## src/rtl/emu_dt_sched_if.sv

```systemverilog
// Bundle between the host control registers, the scheduler and the model instances.
// Inputs are sampled every cycle with no handshake; outputs are valid in the same cycle.
interface emu_dt_sched_if #(
    parameter int N_REQ      = 4,
    parameter int DT_WIDTH   = 25,
    parameter int TIME_WIDTH = 40
) ();
    logic [N_REQ*DT_WIDTH-1:0] dt_req;
    logic [N_REQ-1:0]          req_en;
    logic [DT_WIDTH-1:0]       ext_dt;
    logic                      run_cmd;
    logic                      step_cmd;
    logic                      stop_cmd;
    logic                      target_en;
    logic [TIME_WIDTH-1:0]     target_time;

    logic [DT_WIDTH-1:0]       emu_dt;
    logic                      emu_clk_en;
    logic [N_REQ-1:0]          winner;
    logic [TIME_WIDTH-1:0]     emu_time;
    logic [1:0]                state;
    logic                      done;
    logic                      ovf;

    modport master (
        output dt_req, req_en, ext_dt, run_cmd, step_cmd, stop_cmd, target_en, target_time,
        input  emu_dt, emu_clk_en, winner, emu_time, state, done, ovf
    );

    modport slave (
        input  dt_req, req_en, ext_dt, run_cmd, step_cmd, stop_cmd, target_en, target_time,
        output emu_dt, emu_clk_en, winner, emu_time, state, done, ovf
    );
endinterface

```

## src/rtl/emu_dt_sched.sv

```systemverilog
// Common timestep scheduler: picks the smallest requested dt each cycle, gates the
// model clock enable, accumulates emulated time and runs the run/step/halt control FSM.
module emu_dt_sched #(
    parameter int N_REQ      = 4,
    parameter int DT_WIDTH   = 25,
    parameter int TIME_WIDTH = 40
) (
    input logic            clk,
    input logic            rst_n,
    emu_dt_sched_if.slave  bus
);

    typedef enum logic [1:0] {
        ST_IDLE = 2'd0,
        ST_RUN  = 2'd1,
        ST_STEP = 2'd2,
        ST_HALT = 2'd3
    } state_e;

    state_e                state_q, state_d;
    logic [TIME_WIDTH-1:0] time_q, time_d;
    logic                  done_q, done_d;
    logic                  ovf_q, ovf_d;

    logic [DT_WIDTH-1:0]   req_arr [N_REQ];
    logic [DT_WIDTH-1:0]   req_min;
    logic [TIME_WIDTH-1:0] rem;
    logic [DT_WIDTH-1:0]   cand;
    logic                  clk_en;
    logic [DT_WIDTH-1:0]   step_dt;
    logic [N_REQ-1:0]      winner;
    logic [TIME_WIDTH:0]   sum;
    logic                  carry;
    logic                  reached;
    logic                  at_target;

    for (genvar g = 0; g < N_REQ; g++) begin : g_unpack
        assign req_arr[g] = bus.dt_req[g*DT_WIDTH +: DT_WIDTH];
    end

    // ext_dt is the starting bound, so a fully disabled request set falls back to it.
    always_comb begin
        req_min = bus.ext_dt;
        for (int i = 0; i < N_REQ; i++) begin
            if (bus.req_en[i] && (req_arr[i] < req_min)) begin
                req_min = req_arr[i];
            end
        end
    end

    always_comb begin
        rem = '0;
        if (bus.target_time > time_q) begin
            rem = bus.target_time - time_q;
        end
    end

    always_comb begin
        cand = req_min;
        if (bus.target_en && (rem < {{(TIME_WIDTH-DT_WIDTH){1'b0}}, req_min})) begin
            cand = rem[DT_WIDTH-1:0];
        end
    end

    assign clk_en  = ((state_q == ST_RUN) || (state_q == ST_STEP)) && !bus.stop_cmd;
    assign step_dt = clk_en ? cand : '0;

    always_comb begin
        winner = '0;
        if (clk_en) begin
            for (int i = N_REQ - 1; i >= 0; i--) begin
                if (bus.req_en[i] && (req_arr[i] == step_dt)) begin
                    winner    = '0;
                    winner[i] = 1'b1;
                end
            end
        end
    end

    assign sum       = {1'b0, time_q} + {{(TIME_WIDTH+1-DT_WIDTH){1'b0}}, step_dt};
    assign carry     = clk_en && sum[TIME_WIDTH];
    assign reached   = bus.target_en && clk_en && (sum >= {1'b0, bus.target_time});
    assign at_target = bus.target_en && (time_q >= bus.target_time);

    // Command priority everywhere is stop > step > run.
    always_comb begin
        state_d = state_q;
        time_d  = time_q;
        ovf_d   = ovf_q;
        done_d  = reached;

        if (clk_en) begin
            if (carry) begin
                time_d = '1;
                ovf_d  = 1'b1;
            end else begin
                time_d = sum[TIME_WIDTH-1:0];
            end
        end

        case (state_q)
            ST_IDLE: begin
                if (!bus.stop_cmd) begin
                    if (bus.step_cmd) begin
                        state_d = ST_STEP;
                    end else if (bus.run_cmd) begin
                        state_d = ST_RUN;
                    end
                end
            end
            ST_RUN: begin
                if (bus.stop_cmd || reached || carry) begin
                    state_d = ST_HALT;
                end
            end
            ST_STEP: begin
                if (bus.stop_cmd || reached || carry) begin
                    state_d = ST_HALT;
                end else begin
                    state_d = ST_IDLE;
                end
            end
            ST_HALT: begin
                if (!bus.stop_cmd && !at_target) begin
                    if (bus.step_cmd) begin
                        state_d = ST_STEP;
                    end else if (bus.run_cmd) begin
                        state_d = ST_RUN;
                    end
                end
            end
            default: state_d = ST_IDLE;
        endcase
    end

    always_ff @(posedge clk or negedge rst_n) begin
        if (!rst_n) begin
            state_q <= ST_IDLE;
            time_q  <= '0;
            done_q  <= 1'b0;
            ovf_q   <= 1'b0;
        end else begin
            state_q <= state_d;
            time_q  <= time_d;
            done_q  <= done_d;
            ovf_q   <= ovf_d;
        end
    end

    assign bus.emu_dt     = step_dt;
    assign bus.emu_clk_en = clk_en;
    assign bus.winner     = winner;
    assign bus.emu_time   = time_q;
    assign bus.state      = state_q;
    assign bus.done       = done_q;
    assign bus.ovf        = ovf_q;

endmodule

```

## src/flat_wrapper.sv

```systemverilog
// flat-port wrapper written by rule: the top's interface ports become plain ports
module emu_dt_sched_flat 
#(
    parameter int N_REQ      = 4,
    parameter int DT_WIDTH   = 25,
    parameter int TIME_WIDTH = 40
)
  (clk, rst_n, bus_dt_req, bus_req_en, bus_ext_dt, bus_run_cmd, bus_step_cmd, bus_stop_cmd, bus_target_en, bus_target_time, bus_emu_dt, bus_emu_clk_en, bus_winner, bus_emu_time, bus_state, bus_done, bus_ovf);
  emu_dt_sched_if #(.N_REQ(N_REQ), .DT_WIDTH(DT_WIDTH), .TIME_WIDTH(TIME_WIDTH)) bus_i ();
  input logic clk;
  input logic rst_n;
  input wire logic [$bits(bus_i.dt_req)-1:0] bus_dt_req;
  input wire logic [$bits(bus_i.req_en)-1:0] bus_req_en;
  input wire logic [$bits(bus_i.ext_dt)-1:0] bus_ext_dt;
  input wire logic [$bits(bus_i.run_cmd)-1:0] bus_run_cmd;
  input wire logic [$bits(bus_i.step_cmd)-1:0] bus_step_cmd;
  input wire logic [$bits(bus_i.stop_cmd)-1:0] bus_stop_cmd;
  input wire logic [$bits(bus_i.target_en)-1:0] bus_target_en;
  input wire logic [$bits(bus_i.target_time)-1:0] bus_target_time;
  output wire logic [$bits(bus_i.emu_dt)-1:0] bus_emu_dt;
  output wire logic [$bits(bus_i.emu_clk_en)-1:0] bus_emu_clk_en;
  output wire logic [$bits(bus_i.winner)-1:0] bus_winner;
  output wire logic [$bits(bus_i.emu_time)-1:0] bus_emu_time;
  output wire logic [$bits(bus_i.state)-1:0] bus_state;
  output wire logic [$bits(bus_i.done)-1:0] bus_done;
  output wire logic [$bits(bus_i.ovf)-1:0] bus_ovf;
  assign bus_i.dt_req = bus_dt_req;
  assign bus_i.req_en = bus_req_en;
  assign bus_i.ext_dt = bus_ext_dt;
  assign bus_i.run_cmd = bus_run_cmd;
  assign bus_i.step_cmd = bus_step_cmd;
  assign bus_i.stop_cmd = bus_stop_cmd;
  assign bus_i.target_en = bus_target_en;
  assign bus_i.target_time = bus_target_time;
  assign bus_emu_dt = bus_i.emu_dt;
  assign bus_emu_clk_en = bus_i.emu_clk_en;
  assign bus_winner = bus_i.winner;
  assign bus_emu_time = bus_i.emu_time;
  assign bus_state = bus_i.state;
  assign bus_done = bus_i.done;
  assign bus_ovf = bus_i.ovf;
  emu_dt_sched #(.N_REQ(N_REQ), .DT_WIDTH(DT_WIDTH), .TIME_WIDTH(TIME_WIDTH)) u_core (.clk(clk), .rst_n(rst_n), .bus(bus_i));
endmodule
```

## config.mk

```make
export PLATFORM = sky130hd
export DESIGN_NAME = emu_dt_sched_flat
export DESIGN_NICKNAME = d
export VERILOG_FILES = /design/src/rtl/emu_dt_sched_if.sv /design/src/rtl/emu_dt_sched.sv /design/src/flat_wrapper.sv
export SDC_FILE = /design/constraint.sdc
export NUM_CORES = 1
export LEC_CHECK = 0
export CORE_UTILIZATION = 50
export DETAILED_ROUTE_END_ITERATION = 16
export GPL_TIMING_DRIVEN = 0
export PLACE_DENSITY = 0.87
export SLEW_MARGIN = 0
export SYNTH_ARGS = -nofsm -noshare
export SYNTH_HDL_FRONTEND = slang
export SYNTH_SLANG_ARGS = --single-unit
```

## constraint.sdc

```tcl
create_clock -name clk -period 24.7 [get_ports clk]
set_clock_uncertainty 0.1 [all_clocks]
set_input_delay 4.94 -clock clk [delete_from_list [all_inputs] [get_ports clk]]
set_output_delay 4.94 -clock clk [all_outputs]
set_load 0.005 [all_outputs]
```

==> results.py, run 1 <==
metrics = {
    "place": {
        "portBuffers": 247,
        "gp_congestion": 1.130,
        "dpl.cell_count": 2658,
        "hpwl_um": 59170,
        "post-place-ws_ps": -6604,
    },
    "synth": {
        "syn_area_um2": 14090,
        "yosysTopAreaCell": "ha_1",
        "synth.yosys.seq_area_share": 0.07812,
        "syn_nets": 2432,
        "synth-warning-count": 0,
        "synth.top_cells.by_count": "ha_1, inv_1, a21oi_1, o21ai_0, nor2_1",
        "yosys.area.top_type_share": 0.1988,
        "async_reset_ff_frac": 1.000,
        "syn_inst": 2031,
        "synth-seq-cells": 44,
        "synth.area.top_cells": "ha_1, dfrtp_1, a21oi_1",
        "yosysMostFrequentCell": "ha_1",
        "syn_avg_cell_area_um2": 6.940,
        "synth.lib_cells_used.distinct": 100,
        "ys.flop_type": "dfrtp_1",
        "synth_edf_count": 0,
    },
    "clock_network": {
        "clock-sinks": 44,
        "hold_buffers": 0,
        "clk_path_buf_depth": 2,
        "htree_levels": 2,
        "clockRootBuffer": "clkbuf_16",
        "cts_buffers": 5,
    },
    "run_status": {
        "outcome": "aborted with a tool error",
        "stop_stage": "global routing (5_1_grt)",
        "error": "[ERROR GRT-0116] Global routing finished with congestion. Check the congestion regions in the DRC Viewer.",
    },
    "floorplanning": {
        "die_w_um": 169.9,
        "pin_count": 249,
        "std_cell_rows": 61,
        "start_util": 0.5073,
        "die_h_um": 169.9,
    },
    "grt": {
        "grt_pass1_wl_um": 153600,
        "grt.total_usage": 0.7366,
        "overflow": 15,
        "grt_max_degree": 29,
        "grt_pass1_vias": 22310,
    },
}
==> timing repair <==
action                     CTS
setup endpoints to repair   73
cloned                       7
gates resized for setup    567
pin swaps                  138
setup buffers              206
==> kinds of logic after synthesis <==
logic type / share of synthesized area
adders and majority gates: 0.2024
and+or+nand+nor: 0.2450
xor gates and xnor gates: 0.04847
buffers and inverters: 0.08060
AOI/OAI and AO/OA: 0.3012
DFF: 0.07812
muxes: 0.04421
==> stage by stage <==
| step | hold slack, ps | util | cell area [µm²] |
|---|---|---|---|
| global placement | 342.3 | 0.6134 | 17040 |
| detailed placement | 382.3 | 0.6143 | 17070 |
| floorplan | 351.0 | - | 14090 |
| CTS | 404.2 | 0.7366 | 20460 |
==> per-layer routing <==
| metal | overflow | GRT usage |
|---|---|---|
| met5 | 0 | 0.2817 |
| met4 | 7 | 0.6808 |
| met3 | 1 | 0.6160 |
| met2 | 7 | 0.9097 |
| met1 | 0 | 0.7297 |
==> run 2: changes to the inputs <==
--- a/config.mk
+++ b/config.mk
@@ -5,10 +5,10 @@
 export SDC_FILE = /design/constraint.sdc
 export NUM_CORES = 1
 export LEC_CHECK = 0
-export CORE_UTILIZATION = 50
+export CORE_UTILIZATION = 35
 export DETAILED_ROUTE_END_ITERATION = 16
 export GPL_TIMING_DRIVEN = 0
-export PLACE_DENSITY = 0.87
+export PLACE_DENSITY_LB_ADDON = 0.15
 export SLEW_MARGIN = 0
 export SYNTH_ARGS = -nofsm -noshare
 export SYNTH_HDL_FRONTEND = slang
==> constraint.sdc (replaced) <==
create_clock -name clk -period 32.1 [get_ports clk]
set_clock_uncertainty 0.1 [all_clocks]
set_input_delay 6.42 -clock clk [delete_from_list [all_inputs] [get_ports clk]]
set_output_delay 6.42 -clock clk [all_outputs]
set_load 0.005 [all_outputs]
==> run 2 against run 1 <==
Compared with the run above:
- the flow now finishes, with violations (capacitance limit, slew limit)
- synthesized cell count unchanged
- synthesized area unchanged
==> results.py, run 2 <==
metrics = {
    "route": {
        "viasPerCell": 6.217,
        "firstDrtPassIters": 7,
        "top_layer_used": "met4",
        "vias": 17560,
        "routed_wl_um": 79570,
        "wl_met1_um": 31220,
        "postRouteAntennaNets": 0,
        "avgRoutedWirePerCell_um": 28.18,
        "route.met3.wl_um": 5561,
        "drtIter0Drc": 1400,
        "drc": 0,
        "wl_met2_um": 36370,
    },
    "critical_path": {
        "critPathKind": "in -> out",
        "critPathMaxStageDelay_ps": 570,
        "cp_slowest_cell": "clkdlybuf4s50_1",
        "reg2reg_to": "u_core.bus.state[1]",
        "crit_start": "bus_dt_req[23]",
        "startpoint_type": "primary input",
        "reg2reg_slack_ps": 14770,
        "cp.arrival_ps": 24790,
        "rr_startpoint": "u_core.bus.emu_time[25]",
        "endpoint": "bus_winner[3]",
        "crit_top_cell": "buf_6",
        "crit_required_ps": 25580,
        "end_kind": "output port",
        "critPathMaxFanout": 10,
        "ff2ff_path_depth": 73,
    },
    "timing": {
        "setup_viol": 0,
        "finalCritPeriodShare": 0.9754,
        "drv_slew": 1,
        "hold_ws_ps": 371.2,
        "rsz0062_at_grt": "false",
        "fin_crit_ps": 31310,
        "worst_pin_slew_ps": 1462,
        "relSlewSlack": -0.002696,
        "clock.fmax_mhz": 31.94,
        "hold_viol": 0,
    },
    "clock_network": {
        "cts_tree": "built",
        "clockRootBuffer": "clkbuf_16",
        "htree_levels": 2,
        "clkSlewWorstSetupHoldPaths_ps": 70,
        "clk_path_buf_depth": 2,
        "clock-sinks": 44,
        "cts_buffers": 5,
        "clk_latency_ps": 320,
        "hold_buffers": 0,
    },
    "place": {
        "dpl_cell_area_um2": 17260,
        "portBuffers": 247,
        "dpl.cell_count": 2806,
        "gp_congestion": 1.079,
        "hpwl_um": 65410,
    },
    "synth": {
        "yosys.area.top_type_share": 0.1988,
        "ys.flop_type": "dfrtp_1",
        "synth_edf_count": 0,
        "yosysMostFrequentCell": "ha_1",
        "synth.top_cells.by_count": "ha_1, inv_1, a21oi_1, o21ai_0, nor2_1",
        "syn_avg_cell_area_um2": 6.940,
        "syn_nets": 2432,
        "yosysTopAreaCell": "ha_1",
        "syn_area_um2": 14090,
        "synth.yosys.seq_area_share": 0.07812,
        "syn_inst": 2031,
        "async_reset_ff_frac": 1.000,
        "synth.lib_cells_used.distinct": 100,
        "synth-seq-cells": 44,
        "synth-warning-count": 0,
        "synth.area.top_cells": "ha_1, dfrtp_1, a21oi_1",
    },
    "power_and_ir_drop": {
        "p_int_mw": 0.5608,
        "peakVddDrop_mv": 0.03619,
        "p_leak_nw": 7.819,
        "power_frac_clock": 0.047,
        "seq_power_share": 0.067,
        "power_switching_share": 0.6004,
        "p_sw_mw": 0.8428,
        "p_comb_frac": 0.886,
        "powerDensity_nw_per_um2": 78.73,
    },
    "run": {
        "maxCapViolCount": 1,
    },
    "floorplanning": {
        "start_util": 0.3547,
        "die_w_um": 202.7,
        "core_um2": 39730,
        "std_cell_rows": 73,
        "pin_count": 249,
        "die_h_um": 202.7,
        "die_area_um2": 41080,
    },
    "grt": {
        "grt_max_degree": 31,
        "grt_pass1_wl_um": 113900,
        "grt_pass1_vias": 17200,
        "grt.total_usage": 0.3766,
        "overflow": 0,
        "antenna_found_initial": 2,
    },
    "cells_and_area": {
        "stdcell_area_um2": 17830,
        "drive_gt1_frac": 0.06269,
        "fin_nets": 2697,
        "final_common_cell": "clkdlybuf4s50_1",
        "mostFrequentLayoutCells": "clkdlybuf4s50_1, ha_1, inv_1, a21oi_1, o21ai_0",
        "area_delta_synth_final_pct": 26.49,
        "instances_no_fill": 2824,
        "largest_reg_flops": 40,
    },
    "run_status": {
        "outcome": "finished with violations",
        "violations": "capacitance limit, slew limit",
    },
    "min_path": {
        "hold_path_class": "reg -> reg",
    },
}
[run 2: cell counts after synthesis]
Identical to the previous run, type by type.
[run 2: cell type report]
cell class	count	area, µm²
Antenna cell	2	5.005
Buffer	74	382.9
Clock buffer	6	138.9
Clock inverter	2	38.79
Fill cell	4203	21900
Inverter	206	777.0
Multi-Input combinational cell	1707	12150
Sequential cell	44	1101
Tap cell	525	656.9
Timing Repair Buffer	258	2577
[run 2: logic make-up after synthesis]
family | Yosys count | synth area share
flip-flops | 44 | 0.07812
multiplexers | 57 | 0.04421
buffers and inverters | 280 | 0.08060
adder cells (fa/ha/maj) | 227 | 0.2024
AND/OR/NAND/NOR | 675 | 0.2450
AO/OA/AOI/OAI | 670 | 0.3012
XOR/XNOR | 78 | 0.04847
[run 2: worst min path at each step]
| stage | to | depth (start not counted) | start |
|---|---|---|---|
| finish | u_core.bus.ovf | 1 | u_core.bus.ovf |
| floorplan | u_core.bus.ovf | 1 | u_core.bus.ovf |
| global route | u_core.bus.ovf | 1 | u_core.bus.ovf |
| global placement | u_core.bus.ovf | 1 | u_core.bus.ovf |
| CTS | u_core.bus.ovf | 1 | u_core.bus.ovf |
| detailed placement | u_core.bus.ovf | 1 | u_core.bus.ovf |
[run 2: power groups by stage]
| stage | combinational [mW] | clock [mW] | sequential (mW) |
|---|---|---|---|
| detailed placement | 1.18 | 0 | 0.0946 |
| global route | 1.32 | 0.0700 | 0.0962 |
| floorplan | 0.713 | 0 | 0.0903 |
| global placement | 1.17 | 0 | 0.0942 |
| CTS | 1.20 | 0.0692 | 0.0938 |
| finish | 1.24 | 0.0665 | 0.0936 |
[run 2: timing repair]
action	CTS	global route
setup endpoints to repair	32	7
pin swaps	0	4
resized for setup	37	49
endpoints found under the hold margin	0	0
setup buffers	1	7
[run 2: critical path: cells and delay by family]
family          cells  cell delay (ps)
compound gates     26             5510
fa+ha+maj           5             1720
buf+inv            18             4420
simple gates       30             6660
[run 2: layer usage]
layer | vias to the layer above | global-route usage
li1 | 8067 | -
met1 | 8322 | 0.4419
met2 | 911 | 0.6281
met3 | 256 | 0.05457
met4 | 0 | 0.2691
met5 | - | 0
[run 2: per-stage QoR]
step           power (mW)  worst slack, ps    util  setup TNS, ps
3_3_place_gp        1.269            -2924  0.4335         -37210
2_1_floorplan      0.8037             4690       -              0
5_1_grt             1.490            65.36  0.4487              0
6_report            1.404            788.6  0.4487              0
4_1_cts             1.361           -8.436  0.4423         -8.436
3_5_place_dp        1.275            -2736  0.4345         -33460
(Power assumes the default switching activity.)
==> run 3: changes to the inputs <==
==> constraint.sdc (replaced) <==
create_clock -name clk -period 37.2 [get_ports clk]
set_clock_uncertainty 0.1 [all_clocks]
set_input_delay 7.44 -clock clk [delete_from_list [all_inputs] [get_ports clk]]
set_output_delay 7.44 -clock clk [all_outputs]
set_load 0.005 [all_outputs]
==> run 3 against run 2 <==
Compared with the run above:
- the flow still finishes with violations (capacitance limit, slew limit)
- power fell by 15%
- final cell count fell by 0.32%
- worst setup slack improved by 170 ps
- count of clock-buffer cells in the layout did not move
- non-clock buffer count fell by 8
- design area fell by 1.9%
- flip-flop and latch count did not move
- clock power fell by 14%
- critical endpoint unchanged
- largest cell class unchanged
- largest power group unchanged
==> results.py, run 3 (synthesis gave the netlist of run 2 again) <==
metrics = {
    "route": {
        "routed_wl_um": 79300,
        "firstDrtPassIters": 6,
        "postRouteAntennaNets": 0,
        "drc": 0,
        "avgRoutedWirePerCell_um": 28.17,
        "vias": 17500,
        "viasPerCell": 6.216,
        "drtIter0Drc": 1520,
    },
    "cells_and_area": {
        "largest_reg_flops": 40,
        "drive_gt1_frac": 0.04500,
        "area_delta_synth_final_pct": 24.06,
        "stdcell_area_um2": 17490,
        "fin_nets": 2689,
        "final_common_cell": "clkdlybuf4s50_1",
        "mostFrequentLayoutCells": "clkdlybuf4s50_1, ha_1, inv_1, a21oi_1, o21ai_0",
        "fillCellCount": 4224,
    },
    "place": {
        "hpwl_um": 65410,
        "dpl_cell_area_um2": 17260,
        "gp_congestion": 1.079,
        "post-place-ws_ps": 324.5,
        "portBuffers": 247,
    },
    "clock_network": {
        "clk_path_buf_depth": 2,
        "clockRootBuffer": "clkbuf_16",
        "cts_tree": "built",
        "clock-sinks": 44,
        "clkSlewWorstSetupHoldPaths_ps": 70,
        "clk_latency_ps": 320,
        "htree_levels": 2,
        "cts_buffers": 5,
    },
    "grt": {
        "grt_max_degree": 31,
        "overflow": 0,
        "grt.total_usage": 0.3756,
        "grt_pass1_vias": 17150,
        "grt_pass1_wl_um": 113700,
        "antenna_found_initial": 2,
    },
    "floorplanning": {
        "core_um2": 39730,
        "die_h_um": 202.7,
        "start_util": 0.3547,
        "std_cell_rows": 73,
        "pin_count": 249,
        "die_w_um": 202.7,
        "die_area_um2": 41080,
    },
    "critical_path": {
        "end_kind": "output port",
        "cp.arrival_ps": 28710,
        "startpoint_type": "primary input",
        "crit_required_ps": 29660,
        "critPathKind": "in -> out",
        "critPathMaxStageDelay_ps": 780,
        "cp_slowest_cell": "clkdlybuf4s50_1",
        "critPathMaxFanout": 10,
    },
    "timing": {
        "hold_viol": 0,
        "rsz0062_at_grt": "false",
        "fin_crit_ps": 36250,
        "clock.fmax_mhz": 27.59,
        "relSlewSlack": -0.005082,
        "hold_ws_ps": 371.1,
        "finalSetupTns_ps": 0,
        "finalWorstSetupSlack_ps": 954.4,
        "worst_pin_slew_ps": 1466,
        "setup_viol": 0,
        "drv_slew": 1,
        "finalCritPeriodShare": 0.9743,
    },
    "run": {
        "maxCapViolCount": 1,
    },
    "power_and_ir_drop": {
        "power_mw": 1.192,
        "p_leak_nw": 7.661,
        "powerDensity_nw_per_um2": 68.17,
        "peakVddDrop_mv": 0.03122,
    },
    "run_status": {
        "violations": "capacitance limit, slew limit",
        "outcome": "finished with violations",
    },
    "min_path": {
        "hold_path_class": "reg -> reg",
    },
}
==> run 3: changes by cell type in the layout (fill, tap and decap cells not counted), sizes merged <==
cell and change:
clkdlybuf4s50 +5, dlymetal6s2s -4, clkinvlp -1, inv +1, diode -1, buf -8, dlygate4sd2 -1
==> run 3: stage by stage <==
| step | utilization | cells |
|---|---|---|
| 4_1_cts | 0.4389 | 2814 |
| 2_1_floorplan | - | 2031 |
| 3_5_place_dp | 0.4345 | 2806 |
| 5_1_grt | 0.4400 | 2814 |
| 3_3_place_gp | 0.4335 | 2803 |
| 6_report | 0.4401 | 2815 |
==> run 3: worst paths after layout <==
kind | from | end | slack (ps) | cells after the start
worst max register to register | u_core.bus.emu_time[25] | u_core.bus.state[1] | 19540 | 73
worst max-delay path | bus_dt_req[6] | bus_winner[3] | 950 | 79
min in group asynchronous | rst_n | u_core.bus.emu_time[34] | 6960 | 1
max in group asynchronous | rst_n | u_core.bus.emu_time[16] | 29480 | 2
worst min-delay path | u_core.bus.ovf | u_core.bus.ovf | 370 | 1
worst min register to register | u_core.bus.ovf | u_core.bus.ovf | 370 | 1
==> run 3: repair_timing <==
action                                  CTS  global route
gates resized for setup                   0            14
hold buffers                              0             0
endpoints found under the setup margin    0             4
setup buffers                             0             0
==> run 3: power breakdown <==
part           leakage (nW)  switching (mW)  internal (mW)  total [mW]
Clock                0.0871          0.0237         0.0338      0.0575
Combinational          7.01           0.677          0.377        1.05
Sequential            0.569          0.0166         0.0641      0.0807
Total                  7.66           0.718          0.474        1.19
==> run 3: layout make-up <==
cell class / count / area (µm²) / area share
Buffer: 74 / 364.1 / 0.02082
Inverter: 206 / 773.2 / 0.04422
Tap cell: 525 / 656.9 / 0.03757
Clock inverter: 2 / 38.79 / 0.002218
Multi-Input combinational cell: 1707 / 11900 / 0.6806
Clock buffer: 6 / 138.9 / 0.007943
Antenna cell: 1 / 2.502 / 0.0001431
Sequential cell: 44 / 1101 / 0.06297
Timing Repair Buffer: 250 / 2509 / 0.1435
==> run 3: worst max-delay path: cells and delay by family <==
kind / cells / cell delay, ps
AO/OA/AOI/OAI: 34 / 7130
AND/OR/NAND/NOR: 23 / 6120
buffers and inverters: 15 / 4870
adder cells (fa/ha/maj): 5 / 1830
multiplexers: 2 / 1220
==> run 3: routing by layer <==
layer / vias to the layer above / GRT usage / routed length, µm
met5: - / 0 / 16
met4: 2 / 0.2712 / 6548
met3: 255 / 0.05008 / 5785
met2: 919 / 0.6278 / 36080
met1: 8281 / 0.4413 / 30870
li1: 8040 / - / -
==> run 4: changes to the inputs <==
--- a/config.mk
+++ b/config.mk
@@ -7,7 +7,6 @@
 export LEC_CHECK = 0
 export CORE_UTILIZATION = 35
 export DETAILED_ROUTE_END_ITERATION = 16
-export GPL_TIMING_DRIVEN = 0
 export PLACE_DENSITY_LB_ADDON = 0.15
 export SLEW_MARGIN = 0
 export SYNTH_ARGS = -nofsm -noshare
==> run 4 against run 3 <==
Compared with the run above:
- the flow now finishes without violations
- routed wire length fell by 5.5%
- combinational power fell by 4%
- worst setup slack improved by 1500 ps
- sequential power rose by 2%
- largest power group unchanged
==> results.py, run 4 (synthesis gave the netlist of run 2 again) <==
metrics = {
    "critical_path": {
        "critPathMaxStageDelay_ps": 770,
        "end_kind": "output port",
        "crit_top_cell": "a21o_1",
        "ff2ff_path_depth": 63,
        "critPathKind": "in -> out",
        "cp.arrival_ps": 27230,
        "crit_required_ps": 29660,
        "cp_slowest_cell": "clkdlybuf4s50_1",
        "critPathMaxFanout": 51,
        "startpoint_type": "primary input",
    },
    "timing": {
        "worst_pin_slew_ps": 1267,
        "hold_viol": 0,
        "rsz0062_at_grt": "false",
        "relSlewSlack": 0.1555,
        "drv_slew": 0,
        "finalSetupTns_ps": 0,
        "finalCritPeriodShare": 0.9347,
        "clock.fmax_mhz": 28.76,
        "fin_crit_ps": 34770,
        "setup_viol": 0,
    },
    "cells_and_area": {
        "drive_gt1_frac": 0.04120,
        "area_delta_synth_final_pct": 22.00,
        "insertedDiodeCount": 0,
        "mostFrequentLayoutCells": "clkdlybuf4s50_1, ha_1, inv_1, a21oi_1, o21ai_0",
        "largest_reg_flops": 40,
        "fin_nets": 2633,
        "final_common_cell": "clkdlybuf4s50_1",
        "instances_no_fill": 2758,
    },
    "route": {
        "firstDrtPassIters": 8,
        "vias": 17330,
        "avgRoutedWirePerCell_um": 27.16,
        "drc": 0,
        "drtIter0Drc": 1848,
        "routed_wl_um": 74900,
        "postRouteAntennaNets": 0,
        "viasPerCell": 6.282,
    },
    "grt": {
        "grt_max_degree": 62,
        "grt.total_usage": 0.3545,
        "grt_pass1_vias": 16860,
        "grt_pass1_wl_um": 108700,
        "antenna_found_initial": 1,
        "overflow": 0,
    },
    "min_path": {
        "min_path_cells": 1,
        "hold_path_class": "reg -> reg",
    },
    "floorplanning": {
        "pin_count": 249,
        "die_h_um": 202.7,
        "core_um2": 39730,
        "die_area_um2": 41080,
        "start_util": 0.3547,
        "die_w_um": 202.7,
        "std_cell_rows": 73,
    },
    "clock_network": {
        "clk_latency_ps": 320,
        "clock-sinks": 44,
        "clk_path_buf_depth": 2,
        "cts_resized": 0,
        "clockRootBuffer": "clkbuf_16",
        "clkSlewWorstSetupHoldPaths_ps": 70,
        "post_cts_buffers": 0,
        "htree_levels": 2,
        "cts_tree": "built",
        "cts_buffers": 5,
        "hold_buffers": 0,
    },
    "power_and_ir_drop": {
        "powerDensity_nw_per_um2": 67.07,
        "p_comb_frac": 0.879,
        "p_sw_mw": 0.6859,
        "peakVddDrop_mv": 0.03343,
        "power_frac_clock": 0.050,
        "seq_power_share": 0.072,
        "power_switching_share": 0.5947,
        "p_int_mw": 0.4674,
        "p_leak_nw": 7.572,
    },
    "run": {
        "maxCapViolCount": 0,
    },
    "place": {
        "portBuffers": 248,
        "dpl.cell_count": 2750,
        "hpwl_um": 60290,
        "gp_congestion": 1.021,
    },
    "run_status": {
        "outcome": "complete, no violations",
    },
}
==> run 4: cell types whose count changed in the layout (fill, tap and decap cells not counted), moves of 3 or more <==
| cell | before | now |
|---|---|---|
| buf_4 | 4 | 20 |
| buf_2 | 9 | 1 |
| clkbuf_1 | 52 | 0 |
| o21ai_0 | 170 | 173 |
| o21ai_1 | 8 | 5 |
| nor2_2 | 4 | 1 |
| buf_6 | 9 | 0 |
| a21oi_1 | 186 | 189 |
==> run 4: critical path, delay by kind of cell <==
kind | cells | cell delay (ps)
adders and majority gates | 5 | 1750
and+or+nand+nor | 22 | 6990
xor gates and xnor gates | 1 | 130
muxes | 2 | 920
AOI/OAI and AO/OA | 35 | 7600
buffers and inverters | 5 | 2320
==> run 4: stage by stage <==
step                      setup WS [ps]  instance area, µm²  total power, mW  hold WS, ps  utilization
after CTS                          2947               17200            1.127        367.8       0.4328
after detailed placement           3027               17020            1.062        345.7       0.4285
after floorplan                    7750               14090           0.6935        351.0            -
after global placement             3633               17020            1.059        343.0       0.4285
after global routing               1559               17200            1.229        400.7       0.4328
final                              2429               17200            1.153        360.5       0.4328
==> run 4: per-layer routing <==
layer | track usage | wire (µm) | vias to the layer above
met5 | 0 | 0 | -
met4 | 0.2253 | 5159 | 0
met3 | 0.04559 | 5877 | 241
met2 | 0.5768 | 33660 | 920
met1 | 0.4413 | 30200 | 8227
li1 | - | - | 7939
==> run 4: path summary, 6_finish.rpt <==
check | start | to | slack [ps]
max in group asynchronous | rst_n | u_core.bus.emu_time[9] | 29380
min | u_core.bus.ovf | u_core.bus.ovf | 360
max reg2reg | u_core.bus.emu_time[0] | u_core.bus.state[1] | 20290
min in group asynchronous | rst_n | u_core.bus.emu_time[36] | 7140
min reg2reg | u_core.bus.ovf | u_core.bus.ovf | 360
max | bus_dt_req[6] | bus_winner[3] | 2430
==> run 4: final cells by class <==
cell class | count | area [µm²]
Clock inverter | 3 | 46.29
Timing Repair Buffer | 268 | 2628
Fill cell | 4185 | 22540
Tap cell | 525 | 656.9
Multi-Input combinational cell | 1707 | 11870
Sequential cell | 44 | 1101
Clock buffer | 5 | 125.1
Inverter | 206 | 773.2
==> run 4: power by group through the flow <==
stage	registers (mW)	logic [mW]	clock network, mW
after global routing	0.0846	1.09	0.0597
final	0.0826	1.01	0.0572
after CTS	0.0824	0.985	0.0601
after global placement	0.0834	0.976	0
after floorplan	0.0779	0.616	0
after detailed placement	0.0831	0.979	0
